**config.mk**
```make
export PLATFORM = sky130hd
export DESIGN_NAME = fetch_stage
export DESIGN_NICKNAME = d
export VERILOG_FILES = /design/src/rtl/fetch_stage.sv
export SDC_FILE = /design/constraint.sdc
export NUM_CORES = 1
export LEC_CHECK = 0
export CORE_ASPECT_RATIO = 1.2
export CORE_MARGIN = 5
export CORE_UTILIZATION = 40
export CTS_CLUSTER_DIAMETER = 30
export CTS_CLUSTER_SIZE = 8
export DETAILED_ROUTE_END_ITERATION = 8
export DONT_BUFFER_PORTS = 1
export PLACE_DENSITY_LB_ADDON = 0.05
export SLEW_MARGIN = 20
export SYNTH_ARGS = -nofsm -noshare
export SYNTH_HDL_FRONTEND = slang
export SYNTH_SLANG_ARGS = --single-unit
```
**constraint.sdc**
```tcl
create_clock -name clk_i -period 2 [get_ports clk_i]
set_clock_uncertainty 0.1 [all_clocks]
set_input_delay 0.3 -clock clk_i [delete_from_list [all_inputs] [get_ports clk_i]]
set_output_delay 0.3 -clock clk_i [all_outputs]
set_load 0.02 [all_outputs]
```
**src/rtl/fetch_stage.sv**
```systemverilog
// RV32I instruction fetch stage: owns the PC, keeps one request outstanding to
// instruction memory, and drives the IF/ID register with a one-entry skid buffer.
module fetch_stage #(
  parameter logic [31:0] RESET_PC = 32'h0000_0000,
  parameter logic [31:0] NOP_INST = 32'h0000_0013
) (
  input  logic        clk_i,
  input  logic        rst_i,
  output logic        IMem_Req_o,
  output logic [31:0] IMem_Addr_o,
  input  logic        IMem_Ready_i,
  input  logic        IMem_Valid_i,
  input  logic [31:0] IMem_Data_i,
  input  logic        Stall_i,
  input  logic        Redirect_i,
  input  logic [31:0] Redirect_PC_i,
  output logic [31:0] Inst_o,
  output logic [31:0] PC_o,
  output logic        Valid_o
);

  typedef enum logic [1:0] {FETCH, WAIT, DROP} state_e;

  state_e      state_q;
  logic [31:0] pc_q;
  logic [31:0] reqPc_q;
  logic [31:0] inst_q;
  logic [31:0] pcOut_q;
  logic        valid_q;
  logic [31:0] skidInst_q;
  logic [31:0] skidPc_q;
  logic        skidValid_q;

  logic        fetchReq;
  logic        accept;
  logic        consume;
  logic        respIn;
  logic        unusedRedirLsb;

  // A new request waits until the skid is empty so at most two words are ever held.
  assign fetchReq       = (state_q == FETCH) && !skidValid_q && !rst_i && !Redirect_i;
  assign accept         = fetchReq && IMem_Ready_i;
  assign consume        = valid_q && !Stall_i;
  assign respIn         = (state_q == WAIT) && IMem_Valid_i;
  assign unusedRedirLsb = ^Redirect_PC_i[1:0];

  assign IMem_Req_o  = fetchReq;
  assign IMem_Addr_o = pc_q;
  assign Inst_o      = inst_q;
  assign PC_o        = pcOut_q;
  assign Valid_o     = valid_q;

  always_ff @(posedge clk_i) begin
    if (rst_i) begin
      state_q     <= FETCH;
      pc_q        <= RESET_PC;
      reqPc_q     <= RESET_PC;
      inst_q      <= NOP_INST;
      pcOut_q     <= 32'h0000_0000;
      valid_q     <= 1'b0;
      skidInst_q  <= NOP_INST;
      skidPc_q    <= 32'h0000_0000;
      skidValid_q <= 1'b0;
    end else if (Redirect_i) begin
      // A response still in flight belongs to the old path; DROP swallows it.
      state_q     <= ((state_q != FETCH) && !IMem_Valid_i) ? DROP : FETCH;
      pc_q        <= {Redirect_PC_i[31:2], 2'b00};
      inst_q      <= NOP_INST;
      valid_q     <= 1'b0;
      skidValid_q <= 1'b0;
    end else begin
      if (accept) begin
        pc_q    <= pc_q + 32'd4;
        reqPc_q <= pc_q;
        state_q <= WAIT;
      end
      if ((state_q == DROP) && IMem_Valid_i) begin
        state_q <= FETCH;
      end
      if (respIn) begin
        state_q <= FETCH;
        if (!valid_q || !Stall_i) begin
          inst_q  <= IMem_Data_i;
          pcOut_q <= reqPc_q;
          valid_q <= 1'b1;
        end else begin
          skidInst_q  <= IMem_Data_i;
          skidPc_q    <= reqPc_q;
          skidValid_q <= 1'b1;
        end
      end else if (consume) begin
        if (skidValid_q) begin
          inst_q      <= skidInst_q;
          pcOut_q     <= skidPc_q;
          skidValid_q <= 1'b0;
        end else begin
          inst_q  <= NOP_INST;
          valid_q <= 1'b0;
        end
      end
    end
  end

endmodule
```
-- Yosys cells after proc, flatten, opt, wreduce, memory -nomap -nowiden
Cells that the tools add are included.
- $add $sub $neg: 1
- equality and inequality tests: 5
- mux-type cells: 22
- bitwise gates (word level): 2
- reduce and logical (&&, ||, !) cells: 28
- operators by type and width (kind ; number):
    32-bit 2-to-1 mux ; 10
    32-bit by 3-bit adder with 32-bit output, second input constant ; 1
    2-bit 2-to-1 mux ; 5
    1-bit logical AND ; 8
    2-bit nonzero test ; 4
    1-bit 2-to-1 mux ; 7
    1-bit logical NOT ; 6
    2-bit AND reduction ; 3
    3-bit AND reduction ; 2
    2-bit by 1-bit != test with 1-bit output, second input constant ; 2
    4-bit AND reduction ; 1
    4-bit nonzero test ; 1
    2-bit by 1-bit == test with 1-bit output, second input constant ; 1
    2-bit == test, second input constant ; 1
    2-bit logical NOT ; 1
    2-bit != test, second input constant ; 1
    1-bit inverter ; 2
    2-bit OR reduction ; 1
    1-bit logical OR ; 1
- register bits: 196
- input port bits: 70
- output and inout port bits: 98
- word-level logic and storage cells: 68

-- Logic depth before layout (Yosys ltp)
Gate-level depths: netlist of the first run.
- depth in word-level cells: 9
- depth in mapped cells: 8
- gate-level depth less buffers: 6

-- Least setup slack after synthesis of the first run
OpenSTA, ideal clock, no wires.
- path type: input to output
- start point: input port Redirect_i
- end point: output port IMem_Req_o
- arrival time: 1.719 ns
- data required time: 1.600 ns
- slack: -0.119 ns
- stages on the path: 5
- buffers on the path: 3
- cell sequence: clkbuf_1 -> or2_2 -> clkbuf_1 -> clkbuf_1 -> nor4_1
- word-level cells in the longest chain between the ends: 2
- RTL lines (element ; line ; source):
    start: declaration ; 15 ; input logic Redirect_i,
    1-bit logical NOT ; 41 ; assign fetchReq = (state_q == FETCH) && !skidValid_q && !rst_i && !Redirect_i;
    1-bit logical AND ; 41 ;
    end: declaration ; 9 ; output logic IMem_Req_o,
Every way passes these cells.

-- Worst setup path after layout of the first run
- start point: register pc_q[3] (netlist: IMem_Addr_o[3])
- end point: register pc_q[24] (netlist: IMem_Addr_o[24])
- word-level cells in the longest chain between the ends: 3
- RTL lines (element ; line ; source):
    start: declaration ; 25 ; logic [31:0] pc_q;
    start signal: assignment ; 67 ; pc_q <= {Redirect_PC_i[31:2], 2'b00};
    start signal: assignment ; 73 ; pc_q <= pc_q + 32'd4;
    32-bit by 3-bit adder with 32-bit output ; 73 ;
    32-bit 2-to-1 mux ; 72 ; if (accept) begin
    32-bit 2-to-1 mux ; 64 ; end else if (Redirect_i) begin
Every way passes these cells. The select of a mux whose other input is x is not followed.
A chain may end at the register's enable or synchronous reset.

==> results of run 1 <==
-- report_power, final --
group,switching (W),internal (W),leakage [nW]
Sequential,0.0000693,0.00381,1.52
Clock,0.00150,0.00190,0.279
Combinational,0.000317,0.000211,1.15
Total,0.00189,0.00591,2.95
-- routing by layer --
layer  vias up  part of all wire  wire [µm]  global-route usage
met5         -                 0          0                   0
met4         0             0.014        314              0.0615
met3        24             0.077       1720              0.0644
met2       206              0.48      10800               0.332
met1      3249              0.43       9590               0.236
li1       3523                 -          -                   -
-- placed cells by master, fill, tap and decap left out, types with 5 or more instances in the layout --
| cell type | n |
|---|---|
| a211oi_1 | 8 |
| a21oi_1 | 118 |
| a311oi_1 | 61 |
| buf_12 | 6 |
| buf_4 | 58 |
| clkbuf_16 | 17 |
| dfxtp_1 | 187 |
| dlygate4sd3_1 | 34 |
| inv_1 | 6 |
| nand2_1 | 298 |
| nand3_1 | 42 |
| nand3b_1 | 6 |
| nand4_1 | 7 |
| nor2_1 | 82 |
| nor3_1 | 7 |
| nor4_1 | 8 |
| nor4_2 | 6 |
| o21ai_0 | 8 |
| o311ai_0 | 5 |
| xnor2_1 | 15 |
-- layout make-up --
cell class	count	area [µm²]
clock buffers	21	450
well taps	261	327
flip-flops and latches	188	3760
clock inverters	11	133
multi-input cells	725	3790
fillers	1981	10100
inverters	6	22.5
repair buffers	100	918
-- sequential cells by signal, summed over array words and instances, names as in the netlist --
name and cells:
skidPc_q 30, Valid_o 1, PC_o 30, reqPc_q 30, Inst_o 32, skidInst_q 32
skidValid_q 1, state_q 2, IMem_Addr_o 30
-- worst register-to-register path, delay by kind of cell, from the launching register on --
kind                     cells  cell delay (ns)
AO/OA/AOI/OAI                2             0.46
adder cells (fa/ha/maj)      1             0.23
buffers and inverters        1             0.19
flip-flops                   1             0.41
AND/OR/NAND/NOR              2             0.44
-- worst paths after layout --
kind | from | to | slack (ns) | depth (start not counted)
hold / removal | rst_i | IMem_Addr_o[21] | -0.17 | 1
setup reg to reg | IMem_Addr_o[3] | IMem_Addr_o[24] | 0.06 | 6
hold reg to reg | skidPc_q[27] | skidPc_q[27] | 0.35 | 2
setup / recovery | IMem_Addr_o[3] | IMem_Addr_o[24] | 0.06 | 6
-- through the flow --
step,setup WS [ns],TNS [ns]
after floorplan,0.0640,0
after global placement,0.0673,0
after detailed placement,-0.00114,-0.00114
after CTS,0.0202,0
after global routing,-0.00375,-0.00375
final,0.0571,0
-- timing repair --
action / CTS / global route
hold endpoints to repair: 187 / 154
buffers inserted: 0 / 0
cloned: 0 / 0
setup endpoints to repair: 26 / 11
gates resized for setup: 1 / 8
pin swaps: 0 / 2
-- kinds of logic (layout without fill, tap and decap cells) --
logic type | count (synthesis) | in the layout | share of synthesized area
simple gates | 486 | 486 | 0.273
compound gates | 213 | 213 | 0.174
flops | 188 | 188 | 0.477
buf+inv | 94 | 138 | 0.0495
xor+xnor | 17 | 17 | 0.0189
mux | 4 | 4 | 0.00524
fa+ha+maj | 1 | 1 | 0.00159
other cells | 1 | 4 | 0.000476
==> impl_metrics.ini, run 1 <==
[layout]
drive_above_1_share = 0.119
fin_nets = 1109
design_area_um2 = 9410
n_antenna_cell = 0
instances_no_fill = 1312
utilization = 0.483
syn2layout_area_growth_pct = 19.3

[sta]
relSlewSlack = 0.348
hold_viol_final = 151
fin_crit_ns = 1.94
finalSetupViolCount = 0
min_period_over_period = 0.971
worst_hold_slack_ns = -0.166
max_slew.worst_pin.slew_ns = 0.975
drv_slew = 0
max_freq_ghz = 0.515

[die]
pin_count = 168
coreArea_um2 = 19500
rows = 56
die_h_um = 164
die_w_um = 138
start_util = 0.405
dieArea_um2 = 22600

[route]
drt_iter0_markers = 452
via_per_inst = 5.34
route.vias.total = 7002
drt-pass1-iter-count = 5
post_drt_wl_per_cell_um = 17.1
wl_um = 22400
ant_nets = 0
drc = 0

[pwr]
power.leakage_nw = 2.95
power.total_w = 0.00780
cellPowerDensity_nw_per_um2 = 829
ir_worst_vdd_mv = 0.612

[yosys]
ys_top_cells_by_count = 298 x nand2_1, 188 x dfxtp_1, 118 x a21oi_1
seq_area_frac_synth = 0.477
netlist_area_um2 = 7890
synth.ff_latch_count = 188
synth_area_leaders = dfxtp_1 48%, nand2_1 14%, a21oi_1 7.5%
synth_most_common_cell = nand2_1
synthArstFlopShare = 0
yosysUniqueCellTypes = 48
yosys_warnings = 0
synth_edf_count = 0
synth_ff_type = dfxtp_1
synth_top_area_share = 0.477
synth.largest_area_cell = dfxtp_1
synth_area_per_cell_um2 = 7.85
netlist_instances = 1004

[clocking]
cts_made_buffers = 17
clkTransAtPathRegs_ns = 0.07
cts.sink_count = 188
worst_skew_pair.late_latency_ns = 0.43
cts_buffer_depth = 2
htreeDepth = 4
cts_root_buf = clkbuf_16
cts_tree = yes
hold_buffers = 34

[place]
portBuffers = 0
gp_congestion = 0.838
placed_area_um2 = 8450
hpwlAfterDp_um = 15200
post-place-cells = 1246

[global_route]
grt_start_max_net_pins = 158
antenna_found_initial = 0
track_usage = 0.195
grt-ovfl-total = 0
grt_pass1_wl_um = 36100
grt_pass1_vias = 6717

[critical_path]
critPathCaptureType = flop
cp.arrival_ns = 2.16
criticalPathCategory = flop to flop
max_stage_delay_ns = 0.41
required_ns = 2.21
start_kind = flop
path_buf_inv = 1
crit_path_top_delay_cell = dfxtp_1
path_cells = ha_1 -> and3_2 -> nand3_1 -> buf_4 -> o311ai_0 -> a21oi_1
cp_top_family = compound AO/OA/AOI/OAI gates
critical_path.max_fanout = 5

[worst_hold_path]
min_path_type = primary input to flop

[status]
failed_checks = hold timing
outcome = complete, but fails checks

[flow_run]
cap_violations = 0
No activity file was read; power rests on OpenSTA's default activity.
==> inputs of run 2 (changes only) <==
- CORE_UTILIZATION: 40 -> 25
==> impl_metrics.ini, run 2 (synthesis results as in run 1) <==
[layout]
n_antenna_cell = 0
fill_cells = 3411
design_area_um2 = 9770
layout_common_cells = 298 x nand2_1, 184 x dfxtp_1, 118 x a21oi_1
fin_nets = 1122
final_common_cell = nand2_1
utilization = 0.313
drive_above_1_share = 0.132
syn2layout_area_growth_pct = 23.9

[clocking]
cts_made_buffers = 17
cts_buffer_depth = 2
worst_skew_pair.late_latency_ns = 0.44
clkTransAtPathRegs_ns = 0.08
htreeDepth = 4
cts_tree = yes
cts.sink_count = 188
cts_root_buf = clkbuf_16

[route]
wl_um = 28900
route.vias.total = 7066
post_drt_wl_per_cell_um = 19.7
drt_iter0_markers = 389
ant_nets = 0
drc = 0
drt-pass1-iter-count = 4
via_per_inst = 4.82

[global_route]
grt_pass1_vias = 6766
grt_start_max_net_pins = 158
track_usage = 0.157
grt-ovfl-total = 0
antenna_found_initial = 2
grt_pass1_wl_um = 42400

[sta]
finalSetupViolCount = 0
setup_ws_ns = 0.137
fin_setup_tns_ns = 0
worst_hold_slack_ns = -0.174
drv_slew = 0
fin_crit_ns = 1.86
max_slew.worst_pin.slew_ns = 0.555
hold_viol_final = 150
max_freq_ghz = 0.537
rsz0062_at_grt = false
min_period_over_period = 0.932
relSlewSlack = 0.630

[critical_path]
max_stage_delay_ns = 0.54
critPathCaptureType = flop
criticalPathCategory = flop to flop
start_kind = flop
path_buf_inv = 2
crit_path_top_delay_cell = dlygate4sd3_1
required_ns = 2.21
path_cells = nor4b_4 -> buf_4 -> nand2_1 -> mux2i_1 -> nor2_1 -> dlygate4sd3_1
critical_path.max_fanout = 4
cp_top_family = buffers and inverters
cp.arrival_ns = 2.08

[flow_run]
cap_violations = 0

[place]
gp_congestion = 0.715
hpwlAfterDp_um = 17700
placed_area_um2 = 8670
portBuffers = 0
pre_cts_ws_ns = 0.00627

[die]
coreArea_um2 = 31300
dieArea_um2 = 35200
die_w_um = 172
rows = 71
die_h_um = 205
pin_count = 168
start_util = 0.252

[status]
outcome = complete, but fails checks
failed_checks = hold timing

[pwr]
ir_worst_vdd_mv = 0.392
cellPowerDensity_nw_per_um2 = 794
power.leakage_nw = 3.08

[worst_hold_path]
min_path_type = primary input to flop
==> run 2: changes by cell type in the layout (fill, tap and decap cells not counted), sizes merged, moves of 2 or more <==
| cell | change |
|---|---|
| buf | +6 |
| bufinv | -2 |
| clkbuf | +2 |
| dlygate4sd3 | +4 |
| inv | +3 |
==> run 2: worst paths after layout <==
kind,from,endpoint,slack [ns],depth (start not counted)
worst max-delay path,skidValid_q,reqPc_q[27],0.14,6
worst min-delay path,rst_i,IMem_Addr_o[18],-0.17,1
worst max register to register,skidValid_q,reqPc_q[27],0.14,6
worst min register to register,skidPc_q[2],skidPc_q[2],0.35,2
==> run 2: cell type report <==
| class | count | area, µm² | share of cell area |
|---|---|---|---|
| multi-input combinational | 725 | 3820 | 0.391 |
| sequential | 188 | 3770 | 0.386 |
| timing repair buffer | 113 | 1100 | 0.112 |
| tap | 401 | 502 | 0.0513 |
| clock buffer | 20 | 457 | 0.0467 |
| clock inverter | 12 | 103 | 0.0105 |
| inverter | 6 | 22.5 | 0.00230 |
==> run 2: worst reg2reg max path: stages (launching register included) <==
cell,delay [ns]
dfxtp_2,0.37
nor4b_4,0.26
buf_4,0.18
nand2_1,0.07
mux2i_1,0.17
nor2_1,0.05
dlygate4sd3_1,0.54
==> run 2: metal layers <==
layer	share of wire	global-route usage	wire (µm)	up-vias
met3	0.070	0.0539	2030	16
met5	0.0011	0	32	-
met1	0.44	0.200	12700	3352
met4	0.0070	0.0320	201	4
li1	-	-	-	3546
met2	0.48	0.258	13900	148
==> run 2: stage by stage <==
stage,cells,power (W)
floorplan,1007,0.00430
finish,1465,0.00776
global route,1465,0.00813
CTS,1459,0.00790
detailed placement,1390,0.00445
global placement,1390,0.00446
==> run 2: power breakdown <==
group	switching [W]	internal, W	leakage [nW]
combinational	0.000352	0.000229	1.29
sequential	0.0000688	0.00381	1.52
clock	0.00161	0.00170	0.268
total	0.00203	0.00573	3.08
==> run 2: timing repair <==
action	CTS	global route
setup endpoints to repair	0	79
buffers inserted	0	1
hold endpoints to repair	187	153
resized for setup	0	17
hold buffers	37	2
